File: src/rtl/apb_slv_pkg.sv
// Shared types and constants for the APB4 memory slave.
// FSM states, wait-counter width and response codes.
package apb_slv_pkg;

   typedef enum logic [1:0] {
      IDLE   = 2'd0,
      SETUP  = 2'd1,
      ACCESS = 2'd2
   } apb_state_e;

   localparam int   CNT_W      = 4;
   localparam logic RESP_OKAY  = 1'b0;
   localparam logic RESP_ERROR = 1'b1;

endpackage

File: src/rtl/apb_slv_mem.sv
// Byte-enabled word storage for the APB4 memory slave.
// Synchronous write, combinational read, async clear.
module apb_slv_mem #(
   parameter  int DATA_W = 32,
   parameter  int DEPTH  = 64,
   localparam int NB     = DATA_W / 8,
   localparam int IW     = (DEPTH > 1) ? $clog2(DEPTH) : 1
) (
   input  logic              clk_i,
   input  logic              rst_ni,
   input  logic              we_i,
   input  logic [IW-1:0]     idx_i,
   input  logic [NB-1:0]     strb_i,
   input  logic [DATA_W-1:0] wdata_i,
   output logic [DATA_W-1:0] rdata_o
);

   logic [DATA_W-1:0] mem_q [DEPTH];

   // Clear on reset; write enabled byte lanes on commit
   always_ff @(posedge clk_i or negedge rst_ni) begin
      if (!rst_ni) begin
         for (int i = 0; i < DEPTH; i++) begin
            mem_q[i] <= '0;
         end
      end else if (we_i) begin
         for (int b = 0; b < NB; b++) begin
            if (strb_i[b]) begin
               mem_q[idx_i][b*8 +: 8] <= wdata_i[b*8 +: 8];
            end
         end
      end
   end

   assign rdata_o = mem_q[idx_i];

endmodule

File: src/rtl/apb4_mem_slave.sv
// APB4 slave fronting a word memory with wait states.
// Bad index or misaligned address answers with pslverr.
module apb4_mem_slave
   import apb_slv_pkg::*;
#(
   parameter int DATA_W      = 32,
   parameter int ADDR_W      = 12,
   parameter int DEPTH       = 64,
   parameter int WAIT_CYCLES = 0
) (
   input  logic                  pclk,
   input  logic                  presetn,
   input  logic                  psel,
   input  logic                  penable,
   input  logic                  pwrite,
   input  logic [ADDR_W-1:0]     paddr,
   input  logic [DATA_W-1:0]     pwdata,
   input  logic [DATA_W/8-1:0]   pstrb,
   output logic [DATA_W-1:0]     prdata,
   output logic                  pready,
   output logic                  pslverr
);

   localparam int NB  = DATA_W / 8;
   localparam int LSB = $clog2(NB);
   localparam int IW  = (DEPTH > 1) ? $clog2(DEPTH) : 1;

   apb_state_e        state_q, state_d, st_cur;
   logic [CNT_W-1:0]  cnt_q, cnt_d;
   logic [ADDR_W-1:0] addr_q, addr_d;
   logic              wr_q, wr_d;
   logic [DATA_W-1:0] wdata_q, wdata_d;
   logic [NB-1:0]     strb_q, strb_d;

   logic              done;
   logic              err;
   logic              misal;
   logic [ADDR_W-1:0] idx_full;
   logic [DATA_W-1:0] mem_rdata;

   // Setup phase is recognised in the cycle it is on the bus
   always_comb begin
      st_cur = state_q;
      if (state_q == IDLE && psel && !penable) begin
         st_cur = SETUP;
      end
   end

   // Next-state, capture and wait-count logic
   always_comb begin
      state_d = state_q;
      cnt_d   = cnt_q;
      addr_d  = addr_q;
      wr_d    = wr_q;
      wdata_d = wdata_q;
      strb_d  = strb_q;
      done    = 1'b0;
      unique case (st_cur)
         IDLE: begin
            state_d = IDLE;
         end
         SETUP: begin
            addr_d  = paddr;
            wr_d    = pwrite;
            wdata_d = pwdata;
            strb_d  = pstrb;
            cnt_d   = CNT_W'(WAIT_CYCLES);
            state_d = ACCESS;
         end
         ACCESS: begin
            if (!psel) begin
               state_d = IDLE;
               cnt_d   = '0;
            end else if (cnt_q != '0) begin
               cnt_d = cnt_q - 1'b1;
            end else if (penable) begin
               done    = 1'b1;
               state_d = IDLE;
            end
         end
         default: begin
            state_d = IDLE;
            cnt_d   = '0;
         end
      endcase
   end

   // State and captured-request registers
   always_ff @(posedge pclk or negedge presetn) begin
      if (!presetn) begin
         state_q <= IDLE;
         cnt_q   <= '0;
         addr_q  <= '0;
         wr_q    <= 1'b0;
         wdata_q <= '0;
         strb_q  <= '0;
      end else begin
         state_q <= state_d;
         cnt_q   <= cnt_d;
         addr_q  <= addr_d;
         wr_q    <= wr_d;
         wdata_q <= wdata_d;
         strb_q  <= strb_d;
      end
   end

   // Address decode of the captured request
   always_comb begin
      idx_full = addr_q >> LSB;
      misal    = (addr_q & ADDR_W'(NB - 1)) != '0;
      err      = misal || (idx_full >= ADDR_W'(DEPTH));
   end

   apb_slv_mem #(
      .DATA_W (DATA_W),
      .DEPTH  (DEPTH)
   ) u_mem (
      .clk_i   (pclk),
      .rst_ni  (presetn),
      .we_i    (done && wr_q && !err),
      .idx_i   (idx_full[IW-1:0]),
      .strb_i  (strb_q),
      .wdata_i (wdata_q),
      .rdata_o (mem_rdata)
   );

   // Response only in the completion cycle
   always_comb begin
      pready  = done;
      pslverr = done ? (err ? RESP_ERROR : RESP_OKAY) : 1'b0;
      prdata  = '0;
      if (done && !wr_q && !err) begin
         prdata = mem_rdata;
      end
   end

endmodule

File: config.mk
export PLATFORM = sky130hd
export DESIGN_NAME = apb4_mem_slave
export DESIGN_NICKNAME = d
export VERILOG_FILES = /design/src/rtl/apb_slv_pkg.sv /design/src/rtl/apb_slv_mem.sv /design/src/rtl/apb4_mem_slave.sv
export SDC_FILE = /design/constraint.sdc
export NUM_CORES = 2
export LEC_CHECK = 0
export CAP_MARGIN = 40
export CORE_ASPECT_RATIO = 0.9
export CORE_MARGIN = 5
export CORE_UTILIZATION = 49
export DETAILED_ROUTE_END_ITERATION = 10
export PLACE_DENSITY_LB_ADDON = 0.05
export SETUP_SLACK_MARGIN = 0.1
export SLEW_MARGIN = 20
export SYNTH_ARGS = -nofsm -noshare
export SYNTH_HDL_FRONTEND = slang
export SYNTH_SLANG_ARGS = --single-unit
File: constraint.sdc
create_clock -name pclk -period 7.9 [get_ports pclk]
set_clock_uncertainty 0.2 [all_clocks]
set_input_delay 1.58 -clock pclk [delete_from_list [all_inputs] [get_ports pclk]]
set_output_delay 1.58 -clock pclk [all_outputs]
set_load 0.03 [all_outputs]
After elaboration in Yosys (flattened, before gate mapping)
Index checks and enable logic that the tools add are counted.
{"block": "op_classes", "mux": 37, "n_reduce_logical": 17, "magnitude_cmp": 3, "n_bitwise": 2, "n_addsub": 1, "eq_ne": 5}
{"operator": "2048-bit two-way mux", "count": 7}
{"operator": "2048-bit bitwise mux", "count": 4}
{"operator": "32-bit demux with 6-bit select", "count": 4}
{"operator": "32-bit binary-select mux with 6-bit select", "count": 1}
{"operator": "32-bit two-way mux", "count": 4}
{"operator": "24-bit two-way mux", "count": 1}
{"operator": "16-bit two-way mux", "count": 1}
{"operator": "12-bit nonzero test", "count": 1}
{"operator": "10-bit by 7-bit greater-or-equal comparator with 1-bit output, second input constant", "count": 1}
{"operator": "3-bit != test, second input constant", "count": 3}
{"operator": "2-bit two-way mux", "count": 4}
{"operator": "4-bit two-way mux", "count": 2}
{"operator": "8-bit two-way mux", "count": 1}
{"operator": "4-bit one-hot mux with 2 select lines", "count": 1}
{"operator": "7-bit greater-or-equal comparator, second input constant", "count": 1}
{"operator": "1-bit logical AND", "count": 7}
{"operator": "7-bit by 1-bit less-than comparator with 1-bit output, second input constant", "count": 1}
{"operator": "6-bit NOT with 7-bit output", "count": 1}
{"operator": "1-bit two-way mux", "count": 6}
{"operator": "2-bit logical NOT", "count": 2}
{"operator": "2-bit one-hot mux with 2 select lines", "count": 1}
{"operator": "2-bit AND reduction", "count": 2}
{"operator": "4-bit nonzero test", "count": 1}
{"operator": "4-bit by 1-bit subtractor with 4-bit output, second input constant", "count": 1}
{"operator": "other kinds (5)", "count": 7}
{"block": "totals", "reg_bits": 2103, "in_bits": 53, "elab_cells": 135}

Logic depth before layout (Yosys ltp)
{"block": "logic_depth", "depth_word": 17, "depth_mapped": 11, "mapped_depth_nobuf": 8}

Hierarchy
Synthesis repeated with hierarchy kept, for this count alone.
{"block": "unflattened", "cells_unflattened": 7006, "hier_area_um2": 96322.4}
{"module": "apb_slv_mem", "area_each_um2": 93706.1, "cells_each": 6828, "seq_area_each_um2": 51249.2, "instances": 1}
{"module": "apb4_mem_slave", "area_each_um2": 2616.3, "cells_each": 178, "seq_area_each_um2": 1351.3, "instances": 1}

Worst setup path after synthesis
OpenSTA, ideal clock, no wires.
{"block": "synth_timing", "path_kind": "in2out", "from": "in psel", "to": "out prdata[0]", "cell_stages": 5, "t_required_ns": 6.120, "n_path_buf": 0, "slack_ns": 2.230, "arrival_ns": 3.890, "path_cell_list": "nand4_4 nor3_2 nand3_1 a221o_1 a2111oi_0"}
{"block": "synth_between", "elab_chain_cells": 8}
{"item": "start, declared", "line_no": "apb4_mem_slave.sv:13", "rtl": "input logic psel,"}
{"item": "1-bit logical AND (2 in a row)", "line_no": "apb4_mem_slave.sv:44", "rtl": "if (state_q == IDLE && psel && !penable) begin"}
{"item": "2-bit two-way mux", "line_no": "apb4_mem_slave.sv:44"}
{"item": "2-bit == test", "line_no": "apb4_mem_slave.sv:58", "rtl": "unique case (st_cur)"}
{"item": "1-bit two-way mux *", "line_no": "apb4_mem_slave.sv:58"}
{"item": "1-bit logical AND * (2 in a row)", "line_no": "apb4_mem_slave.sv:132", "rtl": "if (done && !wr_q && !err) begin"}
{"item": "32-bit two-way mux *", "line_no": "apb4_mem_slave.sv:132"}
{"item": "end, declared", "line_no": "apb4_mem_slave.sv:19", "rtl": "output logic [DATA_W-1:0] prdata,"}
Mark *: on every way between the ends. The rest lies on a longest branch, timed or not.

Worst setup path after layout
{"block": "layout_timing", "from": "reg addr_q[2]", "to": "out prdata[31]"}
{"block": "layout_between", "elab_chain_cells": 5}
{"item": "start, declared", "line_no": "apb4_mem_slave.sv:30", "rtl": "logic [ADDR_W-1:0] addr_q, addr_d;"}
{"item": "start signal, assigned", "line_no": "apb4_mem_slave.sv:100", "rtl": "addr_q <= addr_d;"}
{"item": "6-bit NOT with 7-bit output (not written as such) or 10-bit by 7-bit greater-or-equal comparator with 1-bit output (tied branches)", "line_no": "apb_slv_mem.sv:35, apb4_mem_slave.sv:111"}
{"item": "32-bit binary-select mux with 6-bit select or 1-bit logical OR (tied branches)", "line_no": "apb_slv_mem.sv:35, apb4_mem_slave.sv:111"}
{"item": "32-bit two-way mux (not written as such) or 1-bit logical NOT (tied branches)", "line_no": "apb_slv_mem.sv:35, apb4_mem_slave.sv:132"}
{"item": "32-bit two-way mux (not written as such) or 1-bit logical AND (tied branches)", "line_no": "apb_slv_mem.sv:35, apb4_mem_slave.sv:132"}
{"item": "32-bit two-way mux *", "line_no": "apb4_mem_slave.sv:132"}
Mark *: on every way between the ends. The rest lies on a longest branch, timed or not. The select of a mux whose other input is x is not followed.

==> metrics.md <==
| Metric | Value |
|---|---|
| First-pass GRT wire length | `499,000 um` |
| Post-detailed-route wirelength per cell | `35.2 um` |
| Largest net degree at the start of global routing | `171` |
| Sw Pwr | `7.73 mW` |
| Area growth syn-to-layout | `11.4%` |
| Final ANT Viol Nets | `0` |
| Die H | `449 um` |
| Core Area | `213,000 sq um` |
| Setup TNS | `0 ns` |
| Clock Path Buffers | `3` |
| Max Freq | `132 MHz` |
| Status | `complete, no violations` |
| CP Class | `reg -> out` |
| Nets | `6,896` |
| Netlist cell types | `92` |
| H-Tree Depth | `4` |
| Pint | `18.1 mW` |
| Via/cell ratio | `6.28` |
| IO Pins | `87` |
| Pleak | `58.7 nW` |
| Ys async rst share | `1.00` |
| Min setup slack post-route | `0.352 ns` |
| Critical-path maximum fanout | `43` |
| Initial core utilization | `0.491` |
| CP arrival | `5.77 ns` |
| Final Hold Fails | `0` |
| Slew Limit Fails | `0` |
| Syn. warnings | `0` |
| Switching Share | `0.299` |
| Worst Path Required | `6.12 ns` |
| Maximum vdd ir drop | `0.000246 V` |
| Register area share after synthesis | `0.502` |
| DRT iter0 DRCs | `5,696` |
| Place WS | `0.874 ns` |
| Iteration count of the initial detailed-routing pass | `7` |
| CTS tree | `done` |
| Vias after detailed routing | `62,100` |
| CTS-repair resized insts | `0` |
| GP Congestion | `0.848` |
| Total grt overflow | `0` |
| Clock sink total | `2,102` |
| Hold Crit Class | `reg -> reg` |
| Tmin final | `7.55 ns` |
| PortBufs | `86` |
| Detailed Place HPWL | `223,000 um` |
| Post-DP Area | `109,000 sq um` |
| Total power | `25.8 mW` |
| Unrepaired setup endpoints after global routing | `false` |
| Layout cells sized above 1 | `0.491` |
| Row count | `161` |
| Ranking of synthesized cells by area | `dfrtp_1 50%, mux2_4 19%, mux2_2 9.8%` |
| Slew HR | `0.316` |
| Synthesized area | `105,000 sq um` |
| Die Area | `223,000 sq um` |
| CTS buffer count | `223` |
| DRC Markers | `0` |
| Final setup viols | `0` |
| CTS Hold Bufs | `0` |
| Commonest non-fill, non-tap cell in the layout | `dfrtp_1` |
| Clock transition at the registers of the reported paths | `0.07 ns` |
| Max cap viols | `0` |
| Most frequent cells in the layout | `2,067 x dfrtp_1, 1,360 x mux2_4, 913 x mux2_2, 313 x o22ai_1, 224 x clkbuf_16` |
| Post-CTS Setup Inserts | `0` |
| Worst slew pin tran | `1.03 ns` |
| CTS root buffer | `clkbuf_16` |
| Fillers | `17,200` |
| Endpoint type of the worst setup path | `primary output` |
| Post-synth net total | `6,870` |
| Sequential share of power | `0.426` |
| Number of synthesized flops with an enable pin | `0` |
| PwrDens | `221 nW/um^2` |
| Area leader, netlist | `dfrtp_1` |
| Post-Syn Area per Cell | `15.4 sq um` |
| Final Cell Area | `117,000 sq um` |
| Overall routing resource usage | `0.306` |
| Synth Flop Type | `dfrtp_1` |
| Power share of the clock group | `0.415` |
| Number of global-route vias before repair | `63,600` |
| Comb pwr share | `0.159` |
| Post-synthesis register bit count | `2,102` |
| Synth top area share | `0.502` |
| Skew-Pair Late Insertion Delay | `0.89 ns` |
| Worst hold slack | `0.286 ns` |
| Period utilization | `0.955` |
| Final wirelength | `348,000 um` |
| Worst Setup Start Kind | `register` |
| Initial antenna violation count | `13` |
| Die Wd | `497 um` |
| Synth Instances | `6,815` |
-- per-stage QoR --
stage | util | std cells
floorplan | - | 6815
global placement | 0.507 | 9415
detailed placement | 0.511 | 9452
CTS | 0.545 | 9856
global route | 0.547 | 9872
finish | 0.547 | 9878
-- worst max-delay path, stage by stage (launching register included) --
cell,delay (ns)
dfrtp_4,1.02
nand2b_4,0.75
buf_4,0.50
o221ai_1,0.19
a21oi_1,0.54
o221ai_1,0.21
a311oi_1,0.73
buf_4,0.22
clkdlybuf4s50_1,0.66
-- area by class of cell --
| type | count | area, sq um | area share |
|---|---|---|---|
| antenna | 6 | 15.0 | 0.000129 |
| sequential | 2102 | 52700 | 0.451 |
| clock buffer | 346 | 6680 | 0.0572 |
| multi-input combinational | 4156 | 49100 | 0.420 |
| tap | 2852 | 3570 | 0.0306 |
| inverter | 9 | 46.3 | 0.000396 |
| timing repair buffer | 349 | 4000 | 0.0343 |
| clock inverter | 58 | 717 | 0.00614 |
-- metal layers --
layer | up-vias | share of wire | track usage
li1 | 25400 | - | -
met1 | 34000 | 0.45 | 0.442
met2 | 2100 | 0.44 | 0.457
met3 | 535 | 0.066 | 0.0640
met4 | 8 | 0.042 | 0.113
met5 | - | 0.00016 | 0
-- synth_stat cells, drive strengths merged (3+ instances only) --
cell / count
nand2: 403
nor3: 17
o22a: 8
o221ai: 172
nand2b: 7
nand3b: 4
a22o: 4
mux2: 2288
nor4: 13
o31ai: 4
a21o: 6
a211oi: 15
and4: 4
a32o: 8
nand4: 3
a221o: 12
a222oi: 4
a221oi: 32
dfrtp: 2102
o22ai: 313
a31oi: 6
and3: 7
mux4: 173
o21ai: 119
o2111ai: 4
a32oi: 5
buf: 270
a21oi: 111
nor2: 144
or2: 5
nand3: 13
a2111oi: 12
mux2i: 121
or3: 9
nor3b: 3
a2bb2oi: 16
or3b: 4
and2: 8
o41ai: 4
inv: 9
nor2b: 7
o211ai: 9
o21a: 3
a22oi: 29
clkbuf: 278
-- worst paths after layout --
kind,end,start,slack [ns],cells after the start
setup / recovery,prdata[31],addr_q[2]$_DFFE_PN0P_,0.35,8
hold / removal,u_mem.mem_q[170]$_DFFE_PN0P_,u_mem.mem_q[170]$_DFFE_PN0P_,0.29,1
setup reg to reg,u_mem.mem_q[130]$_DFFE_PN0P_,addr_q[2]$_DFFE_PN0P_,3.63,6
hold reg to reg,u_mem.mem_q[170]$_DFFE_PN0P_,u_mem.mem_q[170]$_DFFE_PN0P_,0.29,1
max in group asynchronous,u_mem.mem_q[1967]$_DFFE_PN0P_,presetn,5.27,3
min in group asynchronous,wdata_q[0]$_DFFE_PN0P_,presetn,0.44,1
-- power groups by stage --
stage	logic, mW	clock network [mW]	registers [mW]
5_1_grt	4.25	11.3	11.0
6_report	4.11	10.7	11.0
3_3_place_gp	3.95	0	11.2
4_1_cts	4.03	10.9	11.0
2_1_floorplan	2.20	0	11.0
3_5_place_dp	4.02	0	11.2
-- logic make-up after synthesis --
group / Yosys count / synth area share
adders and majority gates: 2 / 0.000239
muxes: 2582 / 0.344
and+or+nand+nor: 660 / 0.0628
DFF: 2102 / 0.502
xor gates and xnor gates: 1 / 0.0000836
buffers and inverters: 557 / 0.0308
AOI/OAI and AO/OA: 911 / 0.0604
-- sequential cells by signal, summed over array words and instances, names as in the netlist --
signal and count:
addr_q 12, cnt_q 4, state_q 1, strb_q 4, u_mem.mem_q 2048, wdata_q 32, wr_q 1
Power figures use the tool's default switching activity.
